[config.mk]
export PLATFORM = sky130hd
export DESIGN_NAME = mem_access_unit
export DESIGN_NICKNAME = d
export VERILOG_FILES = /design/src/rtl/mau_pkg.sv /design/src/rtl/mau_lane_align.sv /design/src/rtl/mem_access_unit.sv
export SDC_FILE = /design/constraint.sdc
export NUM_CORES = 1
export LEC_CHECK = 0
export BUFFER_PORTS_ARGS = -buffer_cell sky130_fd_sc_hd__buf_2
export CORE_MARGIN = 4
export CORE_UTILIZATION = 30
export CTS_BUF_LIST = sky130_fd_sc_hd__clkbuf_8 sky130_fd_sc_hd__clkbuf_16
export DETAILED_ROUTE_END_ITERATION = 10
export GPL_TIMING_DRIVEN = 1
export PLACE_DENSITY = 0.49
export SYNTH_ARGS = -nofsm -noshare
export SYNTH_HDL_FRONTEND = slang
export SYNTH_HIERARCHICAL = 1
export SYNTH_SLANG_ARGS = --single-unit
[constraint.sdc]
create_clock -name clk -period 3.3 [get_ports clk]
set_input_delay 0.99 -clock clk [delete_from_list [all_inputs] [get_ports clk]]
set_output_delay 0.99 -clock clk [all_outputs]
set_load 0.01 [all_outputs]
[src/rtl/mau_pkg.sv]
// Shared definitions for the memory access unit: access-size codes,
// FSM state encoding and the load-data sign/zero extension helper.
package mau_pkg;

   localparam logic [1:0] SZ_BYTE = 2'd0;
   localparam logic [1:0] SZ_HALF = 2'd1;
   localparam logic [1:0] SZ_WORD = 2'd2;
   localparam logic [1:0] SZ_RSVD = 2'd3;

   typedef enum logic [1:0] {
      IDLE = 2'd0,
      ACC0 = 2'd1,
      ACC1 = 2'd2,
      RESP = 2'd3
   } mau_state_e;

   // Bytes above the access size are already zero in value; only the sign fill is decided here.
   function automatic logic [31:0] mau_extend(input logic [31:0] value,
                                               input logic [1:0]  size,
                                               input logic        is_unsigned);
      logic signed [7:0]  b;
      logic signed [15:0] h;
      logic [31:0]        res;
      b = $signed(value[7:0]);
      h = $signed(value[15:0]);
      case (size)
         SZ_BYTE: res = is_unsigned ? {24'b0, value[7:0]}  : 32'(b);
         SZ_HALF: res = is_unsigned ? {16'b0, value[15:0]} : 32'(h);
         default: res = value;
      endcase
      return res;
   endfunction

endpackage

[src/rtl/mau_lane_align.sv]
// Combinational lane steering: byte mask and store data over two adjacent
// words, and right-justified load bytes gathered from the lo/hi buffers.
module mau_lane_align
   import mau_pkg::*;
(
   input  logic [1:0]  off_i,
   input  logic [1:0]  size_i,
   input  logic [31:0] wdata_i,
   input  logic [31:0] lo_i,
   input  logic [31:0] hi_i,
   output logic [7:0]  m8_o,
   output logic [63:0] d64_o,
   output logic [31:0] ldata_o
);

   logic [7:0]  base_mask;
   logic [31:0] size_mask;

   always_comb begin
      base_mask = 8'h0F;
      size_mask = 32'hFFFF_FFFF;
      case (size_i)
         SZ_BYTE: begin
            base_mask = 8'h01;
            size_mask = 32'h0000_00FF;
         end
         SZ_HALF: begin
            base_mask = 8'h03;
            size_mask = 32'h0000_FFFF;
         end
         default: begin
            base_mask = 8'h0F;
            size_mask = 32'hFFFF_FFFF;
         end
      endcase
   end

   assign m8_o    = base_mask << off_i;
   assign d64_o   = {32'b0, wdata_i} << {off_i, 3'b000};
   assign ldata_o = 32'(({hi_i, lo_i} >> {off_i, 3'b000})) & size_mask;

endmodule

[src/rtl/mem_access_unit.sv]
// Load/store front end for a byte-enabled word RAM. Define MAU_MISALIGN_EN to run
// word-crossing accesses as two RAM cycles; without it misaligned requests are rejected.
module mem_access_unit
   import mau_pkg::*;
#(
   parameter int ADDR_WIDTH = 10
) (
   input  logic                  clk,
   input  logic                  _rst,
   input  logic                  req_valid,
   output logic                  req_ready,
   input  logic                  req_we,
   input  logic [1:0]            req_size,
   input  logic                  req_unsigned,
   input  logic [ADDR_WIDTH+1:0] req_addr,
   input  logic [31:0]           req_wdata,
   output logic                  rsp_valid,
   input  logic                  rsp_ready,
   output logic [31:0]           rsp_rdata,
   output logic                  rsp_err,
   output logic                  ram_w_en,
   output logic [3:0]            ram_sel,
   output logic [ADDR_WIDTH-1:0] ram_w_addr,
   output logic [31:0]           ram_wdata,
   output logic [ADDR_WIDTH-1:0] ram_r_addr,
   input  logic [31:0]           ram_rdata
);

   mau_state_e            state_q, state_d;
   logic                  we_q, uns_q, err_q;
   logic [1:0]            size_q;
   logic [ADDR_WIDTH+1:0] addr_q;
   logic [31:0]           wdata_q, lo_q;
   logic [ADDR_WIDTH-1:0] ram_addr_q, ram_addr_d;
   logic [31:0]           ram_wdata_q, ram_wdata_d;

   logic [1:0]            off;
   logic [ADDR_WIDTH-1:0] word0;
   logic [7:0]            m8;
   logic [63:0]           d64;
   logic [31:0]           ldata, hi_buf;
   logic                  accept, req_bad;

   assign off    = addr_q[1:0];
   assign word0  = addr_q[ADDR_WIDTH+1:2];
   assign accept = req_valid && (state_q == IDLE);

`ifdef MAU_MISALIGN_EN
   logic [31:0]           hi_q;
   logic [ADDR_WIDTH-1:0] word1;
   logic                  split;

   assign word1   = word0 + ADDR_WIDTH'(1);
   assign split   = ((size_q == SZ_HALF) && (off == 2'd3)) ||
                    ((size_q == SZ_WORD) && (off != 2'd0));
   assign req_bad = (req_size == SZ_RSVD);
   assign hi_buf  = hi_q;

   // hi must read as zero for unsplit loads, so it is cleared on every accept.
   always_ff @(posedge clk or negedge _rst) begin
      if (!_rst) begin
         hi_q <= '0;
      end else if (accept) begin
         hi_q <= '0;
      end else if ((state_q == ACC1) && !we_q) begin
         hi_q <= ram_rdata;
      end
   end
`else
   logic req_misal;
   logic unused_hi_lanes;

   assign req_misal = ((req_size == SZ_HALF) && req_addr[0]) ||
                      ((req_size == SZ_WORD) && (req_addr[1:0] != 2'b00));
   assign req_bad   = (req_size == SZ_RSVD) || req_misal;
   assign hi_buf    = 32'b0;
   // Aligned accesses never reach the upper word, so these lanes are dead here.
   assign unused_hi_lanes = ^{m8[7:4], d64[63:32]};
`endif

   mau_lane_align u_align (
      .off_i   (off),
      .size_i  (size_q),
      .wdata_i (wdata_q),
      .lo_i    (lo_q),
      .hi_i    (hi_buf),
      .m8_o    (m8),
      .d64_o   (d64),
      .ldata_o (ldata)
   );

   always_comb begin
      state_d     = state_q;
      req_ready   = 1'b0;
      rsp_valid   = 1'b0;
      ram_w_en    = 1'b0;
      ram_sel     = 4'b0000;
      ram_addr_d  = ram_addr_q;
      ram_wdata_d = ram_wdata_q;
      case (state_q)
         IDLE: begin
            req_ready = 1'b1;
            if (req_valid) begin
               state_d = req_bad ? RESP : ACC0;
            end
         end
         ACC0: begin
            ram_addr_d  = word0;
            ram_wdata_d = d64[31:0];
            ram_w_en    = we_q;
            ram_sel     = we_q ? m8[3:0] : 4'b0000;
`ifdef MAU_MISALIGN_EN
            state_d     = split ? ACC1 : RESP;
`else
            state_d     = RESP;
`endif
         end
`ifdef MAU_MISALIGN_EN
         ACC1: begin
            ram_addr_d  = word1;
            ram_wdata_d = d64[63:32];
            ram_w_en    = we_q;
            ram_sel     = we_q ? m8[7:4] : 4'b0000;
            state_d     = RESP;
         end
`endif
         RESP: begin
            rsp_valid = 1'b1;
            if (rsp_ready) begin
               state_d = IDLE;
            end
         end
         default: state_d = IDLE;
      endcase
   end

   always_ff @(posedge clk or negedge _rst) begin
      if (!_rst) begin
         state_q     <= IDLE;
         we_q        <= 1'b0;
         uns_q       <= 1'b0;
         err_q       <= 1'b0;
         size_q      <= SZ_BYTE;
         addr_q      <= '0;
         wdata_q     <= '0;
         lo_q        <= '0;
         ram_addr_q  <= '0;
         ram_wdata_q <= '0;
      end else begin
         state_q     <= state_d;
         ram_addr_q  <= ram_addr_d;
         ram_wdata_q <= ram_wdata_d;
         if (accept) begin
            we_q    <= req_we;
            uns_q   <= req_unsigned;
            err_q   <= req_bad;
            size_q  <= req_size;
            addr_q  <= req_addr;
            wdata_q <= req_wdata;
         end
         if ((state_q == ACC0) && !we_q) begin
            lo_q <= ram_rdata;
         end
      end
   end

   // RAM addresses and write data keep their last driven value outside ACC0/ACC1.
   assign ram_w_addr = ram_addr_d;
   assign ram_r_addr = ram_addr_d;
   assign ram_wdata  = ram_wdata_d;
   assign rsp_err    = (state_q == RESP) && err_q;
   assign rsp_rdata  = ((state_q == RESP) && !err_q && !we_q) ?
                       mau_extend(ldata, size_q, uns_q) : 32'b0;

endmodule

Yosys cells after proc, flatten, opt, wreduce, memory -nomap -nowiden
Index checks and enable logic that the tools add are counted.
Storage, ports and cells
  register bits after elaboration: 125
  word-level logic and storage cells: 54
  output and inout bits: 92
  input port bits: 84
Cells by class
  muxes and demuxes: 17
  equality and inequality tests: 8
  bitwise logic cells: 1
  reductions and logical operators: 15
  shift-type cells: 3
Operators with widths (count)
  two-way mux 32 bit: 4
  one-hot mux 32 bit (2 select lines): 2
  bitwise AND 32 bit: 1
  left shift 32 x 5 -> 32 bit: 1
  >> shifter 32 x 5 -> 32 bit: 1
  two-way mux 10 bit: 1
  two-way mux 4 bit: 2
  one-hot mux 4 bit (2 select lines): 1
  logical AND 1 bit: 7
  == test 2 x 1 -> 1 bit (second input constant): 3
  == test 2 bit (second input constant): 3
  two-way mux 2 bit: 3
  one-hot mux 2 bit (3 select lines): 1
  zero test 2 bit: 2
  != test 2 bit (second input constant): 2
  left shift 4 x 2 -> 4 bit: 1
  two-way mux 1 bit: 3
  zero test 1 bit: 2
  logical OR 1 bit: 2
  AND reduction 2 bit: 1
  nonzero test 2 bit: 1

Depth between registers and ports, before layout
  depth after elaboration: 7
  depth in mapped cells: 8

Hierarchy
Netlist, hierarchy kept.
By module, submodules not included
  mem_access_unit: cells each 362, seq. area each 3128.0 um^2, instances 1, area an instance 5171.2 um^2
  mau_lane_align: cells each 213, seq. area each 0.0 um^2, instances 1, area an instance 1808.0 um^2

Worst setup path after synthesis
Ideal clock, no wire load.
  path kind: register to output
  start: reg addr_q[0]
  end: out rsp_rdata[21]
  stages on the path, launching flop included: 7
  path slack: 0.376 ns
  arrival time: 1.934 ns
  cells stage by stage: dfrtp_1 -> buf_6 -> mux4_2 -> mux2_2 -> o21ai_1 -> buf_2 -> a21oi_1
Between the ends
  longest elaborated chain between the ends: 5
  elaborated cells on any way between the ends: 6
Ends and longest elaborated chain
  from (decl): RTL line mem_access_unit.sv:32  | logic [ADDR_WIDTH+1:0] addr_q;
  from (signal assigned): RTL line mem_access_unit.sv:158  | addr_q <= req_addr;
  >> shifter 32 x 5 -> 32 bit: RTL line mau_lane_align.sv:40  | assign ldata_o = 32'(({hi_i, lo_i} >> {off_i, 3'b000})) & size_mask;
  bitwise AND 32 bit: RTL line mau_lane_align.sv:40
  via ldata[7]: RTL line mem_access_unit.sv:41  | logic [31:0] ldata, hi_buf;
  two-way mux 32 bit: RTL line mau_pkg.sv:27  | SZ_BYTE: res = is_unsigned ? {24'b0, value[7:0]} : 32'(b);
  one-hot mux 32 bit (2 select lines): RTL line mau_pkg.sv:26  | case (size)
  two-way mux 32 bit: RTL line mem_access_unit.sv:172  | assign rsp_rdata = ((state_q == RESP) && !err_q && !we_q) ?
  to (decl): RTL line mem_access_unit.sv:19  | output logic [31:0] rsp_rdata,
The timed path passes the listed nets, and every way through them passes these cells.

Worst setup path after layout
  start: reg addr_q[0]
  end: out rsp_rdata[23]
Same word-level chain as after synthesis.

==> run metrics <==
status finished clean; largest net degree at the start of global routing 39; layout cell share with drive strength beyond 1 50.27%; number of detailed-route iterations in the first pass 4; internal power 5.915 mW; power density over the cells 1125 nW/um2; met2 Track Usage GR 24.69%; post-layout worst setup margin 0.06541 ns; endpoints failing hold 0; via density per instance 4.717; placement-stage worst setup slack 0.2970 ns; overall power of the completed layout 9.620 mW; Die Ht 156.6 um; number of clock sinks seen by CTS 125; fraction of power consumed by sequential logic 29.8%; Worst setup EP type output pin; number of antenna-violating nets in the routed design 0; final critical-path share of the clock period 98.02%; total inserted antenna cells 0; part of the total power dissipated in the clock network 19.5%; Pins Over Slew Limit 0; post-synthesis area per instance 12.61 um2; fin crit period 3.235 ns; Via Count 4821; Inst Count DP 985; Max Clock Skew 0.01024 ns; Max rail drop VDD 0.0004762 V; die footprint 24510 um2; area added between synthesis and finish 29.20%; H-Tree Level Count 4; dpl hpwl 13.15 mm; switching power of the nets 3.706 mW; cell chosen for the clock root sky130_fd_sc_hd__clkbuf_16; effective utilization at floorplan 30.43%; Starting DRT DRC Count 244; static leakage 4.103 nW; crit path kind reg -> out; number of nets in the final layout 814; cts-stage hold buffer count 0; final setup fails 0; number of max-cap violations 0; width of the die 156.6 um; DRC errors left 0; switch share 38.52%; RSZ-0062 raised after global routing true; last weighted congestion value of the routability-driven placer 0.8559; GRT met3 Usage 4.950%; later-pin clock latency in the skew report 0.42 ns; top-level port count 176; number of buffers inserted by port buffering 175; Setup crit start kind flip-flop; non-filler cells, final 1022; instance count of the mapped netlist 525; Hold Slack 0.4842 ns; met1 layer usage reported by global route 18.47%; Post-Syn Area 6620 um2; total negative setup slack 0 ns; Bufs on Longest Clock Path 2; number of cell rows 54; antenna violations before repair 2; data required time at the worst endpoint 2.31 ns; Core Footprint 21760 um2; wire length of the first global-routing pass 28.57 mm; number of global-route vias before repair 5143; layer with the highest usage after global routing met2; peak clock frequency supported by timing 309.2 MHz; register clock-pin slew on the reported worst setup and hold paths 0.06 ns; All-Layer GR Usage 14.85%; overflow left after global routing 0; YS warnings 6; logic gate share of total power 50.7%; CTS tree built; Avg WL per Cell 17.76 um; wire length reported by the detailed router 18.15 mm; Data arrival, critical path 2.24 ns; CP max FO 8; path class of the lowest-slack min-delay path reg -> reg; number of buffers created by CTS 17
[path summary, 6_finish.rpt]
path                            start            end  slack [ns]  cells past startpoint
max                         addr_q[0]  rsp_rdata[23]        0.07                      6
min                           lo_q[5]        lo_q[5]        0.48                      1
max reg2reg                state_q[1]    wdata_q[29]        1.41                      4
min reg2reg                   lo_q[5]        lo_q[5]        0.48                      1
max in group asynchronous        _rst       lo_q[29]        2.08                      2
min in group asynchronous        _rst  ram_addr_q[6]        0.54                      1
[final cells by class]
| type | instances | area [um2] |
|---|---|---|
| Fill cell | 2122 | 13200 |
| Clock buffer | 17 | 425.4 |
| Timing Repair Buffer | 199 | 1144 |
| Multi-Input combinational cell | 385 | 3329 |
| Inverter | 2 | 10.01 |
| Sequential cell | 125 | 3133 |
| Tap cell | 280 | 350.3 |
| Clock inverter | 14 | 161.4 |
[sequential cells by signal, summed over array words and instances, names as in the netlist]
signal	cells
lo_q	32
err_q	1
state_q	2
wdata_q	32
addr_q	12
we_q	1
uns_q	1
ram_wdata_q	32
size_q	2
ram_addr_q	10
[layer usage]
layer | wire length (um) | up-vias
met5 | 28 | -
met4 | 250 | 4
met3 | 1393 | 23
met2 | 8855 | 152
met1 | 7621 | 2371
li1 | - | 2271
[worst max-delay path: stages (launching register included)]
cell and delay [ns]:
sky130_fd_sc_hd__dfrtp_4 0.46, sky130_fd_sc_hd__mux4_2 0.55, sky130_fd_sc_hd__mux2_4 0.30, sky130_fd_sc_hd__o21ai_4 0.15, sky130_fd_sc_hd__buf_4 0.17, sky130_fd_sc_hd__a21oi_1 0.05, sky130_fd_sc_hd__buf_2 0.15
[power groups by stage]
stage                     logic (mW)  clock network, mW  registers (mW)
final                           4.88               1.88            2.86
after global routing            5.31               2.01            2.99
after CTS                       4.86               1.93            2.88
after detailed placement        4.76                  0            2.89
after global placement          4.69                  0            2.86
after floorplan                 3.66                  0            2.65
[layout by cell type (no fill, tap or decap), types with 2 or more instances in the layout]
cell type,n
sky130_fd_sc_hd__o22ai_1,24
sky130_fd_sc_hd__mux2_4,11
sky130_fd_sc_hd__nor3_1,2
sky130_fd_sc_hd__mux2_2,112
sky130_fd_sc_hd__mux2i_1,71
sky130_fd_sc_hd__o2bb2ai_1,8
sky130_fd_sc_hd__nand2b_1,3
sky130_fd_sc_hd__inv_6,5
sky130_fd_sc_hd__inv_1,2
sky130_fd_sc_hd__a21oi_1,25
sky130_fd_sc_hd__buf_6,4
sky130_fd_sc_hd__bufinv_16,2
sky130_fd_sc_hd__buf_2,174
sky130_fd_sc_hd__o21ai_0,9
sky130_fd_sc_hd__buf_4,17
sky130_fd_sc_hd__buf_12,2
sky130_fd_sc_hd__clkinv_4,4
sky130_fd_sc_hd__dfrtp_1,123
sky130_fd_sc_hd__mux4_2,8
sky130_fd_sc_hd__and2_1,18
sky130_fd_sc_hd__clkbuf_16,17
sky130_fd_sc_hd__and3_1,5
sky130_fd_sc_hd__nand2_1,19
sky130_fd_sc_hd__nor2_1,14
sky130_fd_sc_hd__conb_1,40
[stage by stage]
step	util, %	area (um2)
6_report	39.31	8553
3_3_place_gp	35.99	7830
2_1_floorplan	-	6766
5_1_grt	39.31	8553
3_5_place_dp	35.99	7830
4_1_cts	38.97	8478
[timing repair]
item / in CTS / in global routing
setup buffers: 0 / 4
endpoints found under the setup margin: 32 / 23
resized for setup: 7 / 8
hold endpoints to repair: 0 / 0
cloned: 1 / 1
pin swaps: 0 / 4
(Power assumes the default switching activity.)
